<file path="config.mk">
export PLATFORM = sky130hd
export DESIGN_NAME = obi_sram_slave_pipe
export DESIGN_NICKNAME = d
export VERILOG_FILES = /design/src/rtl/obi_sram_pkg.sv /design/src/rtl/obi_resp_fifo.sv /design/src/rtl/obi_sram_slave_pipe.sv
export SDC_FILE = /design/constraint.sdc
export NUM_CORES = 2
export LEC_CHECK = 0
export BUFFER_PORTS_ARGS = -buffer_cell sky130_fd_sc_hd__buf_2
export CAP_MARGIN = 25
export CELL_PAD_IN_SITES_DETAIL_PLACEMENT = 1
export CELL_PAD_IN_SITES_GLOBAL_PLACEMENT = 1
export CORE_MARGIN = 3
export CORE_UTILIZATION = 49
export DETAILED_ROUTE_END_ITERATION = 12
export HOLD_SLACK_MARGIN = 0.12
export PLACE_DENSITY_LB_ADDON = 0.1
export REMOVE_ABC_BUFFERS = 1
export SYNTH_ARGS = -nofsm -noshare
export SYNTH_HDL_FRONTEND = slang
export SYNTH_HIERARCHICAL = 1
export SYNTH_SLANG_ARGS = --single-unit
</file>
<file path="constraint.sdc">
create_clock -name clk_i -period 2.28 [get_ports clk_i]
set_clock_uncertainty 0.05 [all_clocks]
set_input_delay 0.342 -clock clk_i [delete_from_list [all_inputs] [get_ports clk_i]]
set_output_delay 0.342 -clock clk_i [all_outputs]
set_load 0.02 [all_outputs]
</file>
<file path="src/rtl/obi_sram_pkg.sv">
// Shared helpers for the pipelined OBI SRAM slave.
//
// Contents:
//   obi_align_bits  - number of byte-offset address bits for a data width
//                     (log2 of bytes per word), used for alignment and
//                     word-index extraction.
//   obi_word_index  - word index of a byte address relative to a base.
//   obi_addr_err    - access error: below base, misaligned, or past DEPTH.
//
// Address arithmetic is done on 64-bit values so one helper serves any
// ADDR_WIDTH up to 64.
package obi_sram_pkg;

  function automatic int unsigned obi_align_bits(input int unsigned data_width);
    return $clog2(data_width / 8);
  endfunction

  function automatic logic [63:0] obi_word_index(input logic [63:0]   addr,
                                                 input logic [63:0]   base,
                                                 input int unsigned   align_bits);
    return (addr - base) >> align_bits;
  endfunction

  function automatic logic obi_addr_err(input logic [63:0] addr,
                                        input logic [63:0] base,
                                        input int unsigned align_bits,
                                        input int unsigned depth);
    logic [63:0] mask;
    mask = (64'd1 << align_bits) - 64'd1;
    return (addr < base) ||
           ((addr & mask) != 64'd0) ||
           (obi_word_index(addr, base, align_bits) >= 64'(depth));
  endfunction

endpackage

</file>
<file path="src/rtl/obi_resp_fifo.sv">
// Response FIFO for the OBI SRAM slave.
//
// Ports:
//   clk_i, reset_i  clock, asynchronous active-high reset
//   push, push_data write one entry (caller guarantees not full)
//   pop, pop_data   pop_data always shows the head; pop advances it
//                   (caller guarantees not empty)
//   full, empty     occupancy flags
//   count           number of stored entries, $clog2(FIFO_DEPTH+1) bits
//
// Pointers wrap modulo FIFO_DEPTH, so non-power-of-two depths work.
module obi_resp_fifo #(
  parameter type         entry_t    = logic,
  parameter int unsigned FIFO_DEPTH = 4
) (
  input  logic                            clk_i,
  input  logic                            reset_i,
  input  logic                            push,
  input  entry_t                          push_data,
  input  logic                            pop,
  output entry_t                          pop_data,
  output logic                            full,
  output logic                            empty,
  output logic [$clog2(FIFO_DEPTH+1)-1:0] count
);

  localparam int unsigned PTR_W = $clog2(FIFO_DEPTH);
  localparam int unsigned CNT_W = $clog2(FIFO_DEPTH + 1);

  entry_t           mem [FIFO_DEPTH];
  logic [PTR_W-1:0] wr_ptr;
  logic [PTR_W-1:0] rd_ptr;

  function automatic logic [PTR_W-1:0] wrap_inc(input logic [PTR_W-1:0] p);
    return (p == PTR_W'(FIFO_DEPTH - 1)) ? '0 : p + PTR_W'(1);
  endfunction

  // NOTE: sequential state uses non-blocking assignments so every register
  // samples pre-edge values, independent of process evaluation order.
  always_ff @(posedge clk_i or posedge reset_i) begin
    if (reset_i) begin
      wr_ptr <= '0;
      rd_ptr <= '0;
      count  <= '0;
    end else begin
      if (push) wr_ptr <= wrap_inc(wr_ptr);
      if (pop)  rd_ptr <= wrap_inc(rd_ptr);
      case ({push, pop})
        2'b10:   count <= count + CNT_W'(1);
        2'b01:   count <= count - CNT_W'(1);
        default: count <= count;
      endcase
    end
  end

  // NOTE: storage arrays are deliberately left out of reset; entries are
  // only observed through the reset pointers/count, and a reset network on
  // every word would prevent RAM inference.
  always_ff @(posedge clk_i) begin
    if (push) mem[wr_ptr] <= push_data;
  end

  assign pop_data = mem[rd_ptr];
  assign full     = (count == CNT_W'(FIFO_DEPTH));
  assign empty    = (count == '0);

endmodule

</file>
<file path="src/rtl/obi_sram_slave_pipe.sv">
// Pipelined OBI slave in front of an internal word-aligned SRAM.
//
// Ports:
//   clk_i, reset_i    clock, asynchronous active-high reset
//   obi_req_i/gnt_o   A-channel handshake; gnt derives from registers only
//   obi_addr_i        byte address (up to 64 bits)
//   obi_we_i          1 = write
//   obi_be_i          byte enables
//   obi_wdata_i       write data
//   obi_rvalid_o      response available (response FIFO not empty)
//   obi_rready_i      master accepts the response
//   obi_rdata_o       read data (0 for writes, errors, and when idle)
//   obi_err_o         access error (below base, misaligned, past DEPTH)
//
// Pipeline: accept edge -> A-stage register; next edge commits the SRAM
// write (if any) and pushes the response. Responses return in order.
//
// Optional build macro OBI_SRAM_SLAVE_ID_EN adds parameter ID_WIDTH and
// ports obi_aid_i / obi_rid_o; the id travels with its response.
module obi_sram_slave_pipe
  import obi_sram_pkg::*;
#(
  parameter int unsigned           ADDR_WIDTH = 32,
  parameter int unsigned           DATA_WIDTH = 32,
  parameter int unsigned           DEPTH      = 64,
  parameter int unsigned           FIFO_DEPTH = 4,
  parameter logic [ADDR_WIDTH-1:0] BASE_ADDR  = '0
`ifdef OBI_SRAM_SLAVE_ID_EN
  ,
  parameter int unsigned           ID_WIDTH   = 4
`endif
) (
  input  logic                    clk_i,
  input  logic                    reset_i,
  input  logic                    obi_req_i,
  output logic                    obi_gnt_o,
  input  logic [ADDR_WIDTH-1:0]   obi_addr_i,
  input  logic                    obi_we_i,
  input  logic [DATA_WIDTH/8-1:0] obi_be_i,
  input  logic [DATA_WIDTH-1:0]   obi_wdata_i,
  output logic                    obi_rvalid_o,
  input  logic                    obi_rready_i,
  output logic [DATA_WIDTH-1:0]   obi_rdata_o,
  output logic                    obi_err_o
`ifdef OBI_SRAM_SLAVE_ID_EN
  ,
  input  logic [ID_WIDTH-1:0]     obi_aid_i,
  output logic [ID_WIDTH-1:0]     obi_rid_o
`endif
);

  localparam int unsigned BE_W       = DATA_WIDTH / 8;
  localparam int unsigned ALIGN_BITS = obi_align_bits(DATA_WIDTH);
  localparam int unsigned IDX_W      = $clog2(DEPTH);
  localparam int unsigned CNT_W      = $clog2(FIFO_DEPTH + 1);
  localparam int unsigned OCC_W      = CNT_W + 1;

  // The A-stage keeps only the word index; the full address is consumed by
  // the error check at accept.
  typedef struct packed {
    logic [IDX_W-1:0]      addr;
    logic                  we;
    logic [BE_W-1:0]       be;
    logic [DATA_WIDTH-1:0] wdata;
    logic                  err;
`ifdef OBI_SRAM_SLAVE_ID_EN
    logic [ID_WIDTH-1:0]   aid;
`endif
  } a_stage_t;

  typedef struct packed {
    logic [DATA_WIDTH-1:0] rdata;
    logic                  err;
`ifdef OBI_SRAM_SLAVE_ID_EN
    logic [ID_WIDTH-1:0]   rid;
`endif
  } resp_t;

  a_stage_t              a_d, a_q;
  logic                  a_valid;
  logic                  accept;
  resp_t                 push_resp, head_resp;
  logic                  fifo_full, fifo_empty;
  logic [CNT_W-1:0]      fifo_count;
  logic [OCC_W-1:0]      occupancy;
  logic [DATA_WIDTH-1:0] mem [DEPTH];

  // Credits count the A-stage too, and a same-cycle pop is not credited,
  // so gnt never depends on this cycle's inputs.
  assign occupancy = {1'b0, fifo_count} + OCC_W'(a_valid);
  assign obi_gnt_o = (occupancy < OCC_W'(FIFO_DEPTH));
  assign accept    = obi_req_i && obi_gnt_o;

  always_comb begin
    a_d       = '0;
    a_d.addr  = IDX_W'(obi_word_index(64'(obi_addr_i), 64'(BASE_ADDR), ALIGN_BITS));
    a_d.we    = obi_we_i;
    a_d.be    = obi_be_i;
    a_d.wdata = obi_wdata_i;
    a_d.err   = obi_addr_err(64'(obi_addr_i), 64'(BASE_ADDR), ALIGN_BITS, DEPTH);
`ifdef OBI_SRAM_SLAVE_ID_EN
    a_d.aid   = obi_aid_i;
`endif
  end

  always_ff @(posedge clk_i or posedge reset_i) begin
    if (reset_i) a_valid <= 1'b0;
    else         a_valid <= accept;
  end

  // Payload is qualified by a_valid, so it needs no reset.
  always_ff @(posedge clk_i) begin
    if (accept) a_q <= a_d;
  end

  // Commit: per-byte write. Dropping a_valid on reset cancels a pending write.
  always_ff @(posedge clk_i) begin
    if (a_valid && a_q.we && !a_q.err) begin
      for (int i = 0; i < BE_W; i++) begin
        if (a_q.be[i]) mem[a_q.addr][i*8 +: 8] <= a_q.wdata[i*8 +: 8];
      end
    end
  end

  // NOTE: every combinational output gets a default before any condition,
  // which keeps always_comb free of inferred latches.
  always_comb begin
    push_resp     = '0;
    push_resp.err = a_q.err;
    if (!a_q.we && !a_q.err) push_resp.rdata = mem[a_q.addr];
`ifdef OBI_SRAM_SLAVE_ID_EN
    push_resp.rid = a_q.aid;
`endif
  end

  obi_resp_fifo #(
    .entry_t    (resp_t),
    .FIFO_DEPTH (FIFO_DEPTH)
  ) u_resp_fifo (
    .clk_i      (clk_i),
    .reset_i    (reset_i),
    .push       (a_valid),
    .push_data  (push_resp),
    .pop        (obi_rvalid_o && obi_rready_i),
    .pop_data   (head_resp),
    .full       (fifo_full),
    .empty      (fifo_empty),
    .count      (fifo_count)
  );

  assign obi_rvalid_o = !fifo_empty;

  always_comb begin
    obi_rdata_o = '0;
    obi_err_o   = 1'b0;
`ifdef OBI_SRAM_SLAVE_ID_EN
    obi_rid_o   = '0;
`endif
    if (obi_rvalid_o) begin
      obi_rdata_o = head_resp.rdata;
      obi_err_o   = head_resp.err;
`ifdef OBI_SRAM_SLAVE_ID_EN
      obi_rid_o   = head_resp.rid;
`endif
    end
  end

`ifndef SYNTHESIS
  a_no_push_full: assert property (@(posedge clk_i) disable iff (reset_i)
    !(a_valid && fifo_full));
  a_r_stable: assert property (@(posedge clk_i) disable iff (reset_i)
    (obi_rvalid_o && !obi_rready_i) |=> ($stable(obi_rdata_o) && $stable(obi_err_o)));
  a_gnt_known: assert property (@(posedge clk_i) disable iff (reset_i)
    !$isunknown(obi_gnt_o));
`endif

endmodule

</file>
# Word-level counts from Yosys, hierarchy flattened

Memory sizes are Yosys's and may differ from the RTL's. A register that Yosys moved wholly into a read port is not among the register bits.
Cells that the tools add are included.

Add/sub/neg operators: 5
Order comparisons: 2
Equal/unequal tests: 4
Multiplexer cells: 21
Reductions and logical operators: 12

Operators with widths:

| cell                                                 | count |
|---|---|
| 2-to-1 mux 32 bit                                    | 2 |
| nonzero test 64 bit                                  | 1 |
| >= comparator 30 x 7 -> 1 bit, second input constant | 1 |
| 2-to-1 mux 1 bit                                     | 15 |
| equality test 2 bit, second input constant           | 3 |
| 2-to-1 mux 6 bit                                     | 1 |
| one-hot mux 3 bit (2 select lines)                   | 1 |
| logical AND 1 bit                                    | 5 |
| adder 2 x 1 -> 2 bit, second input constant          | 2 |
| adder 3 x 1 -> 4 bit                                 | 1 |
| < comparator 4 x 3 -> 1 bit, second input constant   | 1 |
| 2-to-1 mux 2 bit                                     | 2 |
| adder 3 x 1 -> 3 bit, second input constant          | 1 |
| logical NOT 1 bit                                    | 3 |
| logical NOT 3 bit                                    | 1 |
| subtractor 3 x 1 -> 3 bit, second input constant     | 1 |
| equality test 2 x 1 -> 1 bit, second input constant  | 1 |
| nonzero test 2 bit                                   | 1 |
| logical OR 1 bit                                     | 1 |

Register bits: 52
Bits in writable memories: 2,180
Input port bits: 73
Output and inout bits: 35
Word-level logic and storage cells: 55
Memories kept: 2

Memories:

| name            | words | width | rd ports | clocked after Yosys merged registers in | write ports | RTL line                  | text |
|---|---|---|---|---|---|---|---|
| mem             | 64    | 32    | 1        | 1                                       | 1           | obi_sram_slave_pipe.sv:86 | `logic [DATA_WIDTH-1:0] mem [DEPTH];` |
| u_resp_fifo.mem | 4     | 33    | 1        | 0                                       | 1           | obi_resp_fifo.sv:30       | `entry_t mem [FIFO_DEPTH];` |

# Longest topological paths before layout

Depth after elaboration: 5
Depth in mapped cells: 11
Depth with buffers taken out: 8

# Cells and area by module

Netlist, hierarchy kept.

Modules (own cells, without submodules):

| module              | instances | cells an instance | area an instance (um^2) | sequential area each (um^2) |
|---|---|---|---|---|
| obi_sram_slave_pipe | 1         | 3,697             | 81,374.3                | 62,965.4 |
| obi_resp_fifo       | 1         | 212               | 5,232.5                 | 4,139.0 |

# Worst setup path before layout

OpenSTA, ideal clock, no wires.

Kind: register -> register
From: register a_valid
To: register a_q[0] in the netlist's numbering, enable pin
Setup time: 0.399 ns
Data arrival time: 2.104 ns
Required time: 1.831 ns
Slack: -0.273 ns
Cell stages (with the launch flop): 4
Buffers on the path: 0
Period minus slack after synthesis: 2.553 ns
Cell sequence: dfrtp_1 -> a31oi_1 -> nand2_1 -> inv_1

Word-level cells in the longest chain between the ends: 3

Ends and longest elaborated chain:

| what                        | RTL line                   | text |
|---|---|---|
| from (decl)                 | obi_sram_slave_pipe.sv:80  | `logic a_valid;` |
| from (signal assigned)      | obi_sram_slave_pipe.sv:108 | `else a_valid <= accept;` |
| adder 3 x 1 -> 4 bit        | obi_sram_slave_pipe.sv:90  | `assign occupancy = {1'b0, fifo_count} + OCC_W'(a_valid);` |
| < comparator 4 x 3 -> 1 bit | obi_sram_slave_pipe.sv:91  | `assign obi_gnt_o = (occupancy < OCC_W'(FIFO_DEPTH));` |
| net obi_gnt_o               | obi_sram_slave_pipe.sv:36  | `output logic obi_gnt_o,` |
| logical AND 1 bit           | obi_sram_slave_pipe.sv:92  | `assign accept = obi_req_i && obi_gnt_o;` |
| net accept                  | obi_sram_slave_pipe.sv:81  | `logic accept;` |
| to (signal assigned)        | obi_sram_slave_pipe.sv:113 | `if (accept) a_q <= a_d;` |
| to (decl)                   | obi_sram_slave_pipe.sv:79  | `a_stage_t a_d, a_q;` |

The timed path passes the listed nets, and every way through them passes these cells.
A chain may end at the register's enable or synchronous reset.

==> flow_metrics.env <==
export IMPL_drive_gt1_frac=0.404
export IMPL_syn2layout_area_growth_pct=24.4
export IMPL_critical_path_required_ns=1.89
export IMPL_pwr_share_clk=0.314
export IMPL_avgSynthCellArea_um2=22.2
export IMPL_combPwrFrac=0.268
export IMPL_internal_power_w=0.0824
export IMPL_syn_inst=3908
export IMPL_hp_class="input pin to flip-flop"
export IMPL_period_share=1.31
export IMPL_antenna_left=0
export IMPL_multi_input_area_um2=19600
export IMPL_fin_crit_ns=2.99
export IMPL_p_switching_w=0.0323
export IMPL_dpl_hpwl_um=166000
export IMPL_endpoint_kind="primary output"
export IMPL_overflow=0
export IMPL_arrival_ns=2.59
export IMPL_clockBufferDepth=3
export IMPL_insertion_delay_ns=0.87
export IMPL_wl_per_cell_um=35.4
export IMPL_violations="negative setup slack"
export IMPL_rsz0062_at_grt="yes"
export IMPL_clkTransAtPathRegs_ns=0.06
export IMPL_relSlewSlack=0.470
export IMPL_final_cell_mix="edfxtp_1, mux4_2, buf_4, nor2_1, clkbuf_16"
export IMPL_htree_levels=4
export IMPL_port_buffers=107
export IMPL_ios=108
export IMPL_setup_viol=181
export IMPL_critPathMaxFanout=16
export IMPL_drc=0
export IMPL_floorplan_die_area_um2=182000
export IMPL_die_w_um=426
export IMPL_cts_buffers=223
export IMPL_dp_slack_ns=-0.823
export IMPL_grt_first_pass_wirelength_um=372000
export IMPL_die_y_um=426
export IMPL_vias_per_cell=6.15
export IMPL_start_util=0.495
export IMPL_antenna_found_initial=7
export IMPL_regArea_um2=67100
export IMPL_layout_commonest_cell="edfxtp_1"
export IMPL_crit_path_start_kind="flip-flop"
export IMPL_fin_ws_ns=-0.706
export IMPL_cts_tree="done"
export IMPL_status="finished, violations left"
export IMPL_path_class="flip-flop to primary output"
export IMPL_core_area_um2=175000
export IMPL_grt_max_degree=65
export IMPL_via_count=46000
export IMPL_grt_pass1_vias=47200
export IMPL_syn_cell_area_um2=86600
export IMPL_p_per_area_nw_per_um2=1060
export IMPL_peakVddDrop_uv=906
export IMPL_timing_fmax_ghz=0.335
export IMPL_worst_pin_slew_ns=0.795
export IMPL_rows=153
export IMPL_first_pass_iters=5
export IMPL_wl_um=265000
export IMPL_slew_violations=0
export IMPL_swShare=0.282
export IMPL_synth_warning_count=6
export IMPL_p_seq_frac=0.418
export IMPL_hold_viol=0
export IMPL_leakagePower_nw=35.3
export IMPL_fillers=14300
export IMPL_power_total_w=0.115
export IMPL_track_usage=0.295
export IMPL_maxCapViolCount=0
export IMPL_drt_initial_drc_count=6097
export IMPL_root_buffer="clkbuf_16"
export IMPL_clkSinkCount=2238
export IMPL_final_nets=5028
export IMPL_globalplace_congestion=0.882
-- worst paths after layout --
| path | startpoint | endpoint | slack [ns] | depth (start not counted) |
|---|---|---|---|---|
| setup reg to reg | flip-flop | u_resp_fifo/mem[0][30] | -0.52 | 9 |
| min in group asynchronous | reset_i | a_valid | 0.42 | 4 |
| setup / recovery | u_resp_fifo/rd_ptr[0] | obi_rdata_o[30] | -0.71 | 5 |
| hold / removal | obi_we_i | a_q[37] | 0.18 | 2 |
| max in group asynchronous | reset_i | u_resp_fifo/count[0] | 1.39 | 4 |
| hold reg to reg | u_resp_fifo/count[0] | u_resp_fifo/count[0] | 0.56 | 2 |
-- metrics by stage --
stage / util / hold slack [ns] / TNS [ns] / area [um^2] / instances
2_1_floorplan: - / 0.0207 / -3393.82 / 85500 / 3691
3_3_place_gp: 0.549 / 0.139 / -71.31 / 96000 / 6804
3_5_place_dp: 0.549 / 0.139 / -78.14 / 96000 / 6804
4_1_cts: 0.612 / 0.124 / -81.95 / 107000 / 7432
5_1_grt: 0.616 / 0.162 / -81.20 / 108000 / 7467
6_report: 0.616 / 0.184 / -71.55 / 108000 / 7468
-- power by group through the flow --
stage               clock network (W)  registers (W)  logic, W
floorplan                           0         0.0506   0.00856
global placement                    0         0.0488    0.0249
detailed placement                  0         0.0489    0.0253
CTS                            0.0365         0.0479    0.0298
global route                   0.0383         0.0479    0.0322
finish                         0.0360         0.0479    0.0307
-- per-layer routing --
layer / global-route usage / up-vias / wire [um]
met1: 0.423 / 24900 / 105000
li1: - / 18400 / -
met3: 0.0497 / 384 / 22500
met4: 0.105 / 6 / 9950
met5: 0 / - / 44
met2: 0.463 / 2203 / 127000
-- repair_timing --
action	in CTS	in global routing
resized for setup	312	117
setup buffers	113	50
hold buffers	86	0
pin swaps	56	44
gates cloned	21	6
endpoints found under the hold margin	102	0
setup endpoints to repair	865	459
-- state kept, by name, summed over array words and instances, names as in the netlist, named ones only --
name and cells:
a_q 44, a_valid 1, mem 2048, u_resp_fifo/count 3, u_resp_fifo/mem 132, u_resp_fifo/rd_ptr 2
u_resp_fifo/wr_ptr 2
-- worst max-delay path, cell delays in order (launching register included) --
cell	delay, ns
dfrtp_4	0.45
buf_12	0.19
mux4_2	0.56
nor2b_2	0.18
buf_6	0.14
buf_4	0.15
-- final cells by class --
type                       instances  share of cell area
clock buffer                     280              0.0540
antenna                            3           0.0000697
tap                             2325              0.0270
inverter                          14            0.000534
timing repair buffer            1032               0.101
clock inverter                   137              0.0120
multi-input combinational       1439               0.182
sequential                      2238               0.623
No activity file was read; power rests on OpenSTA's default activity.
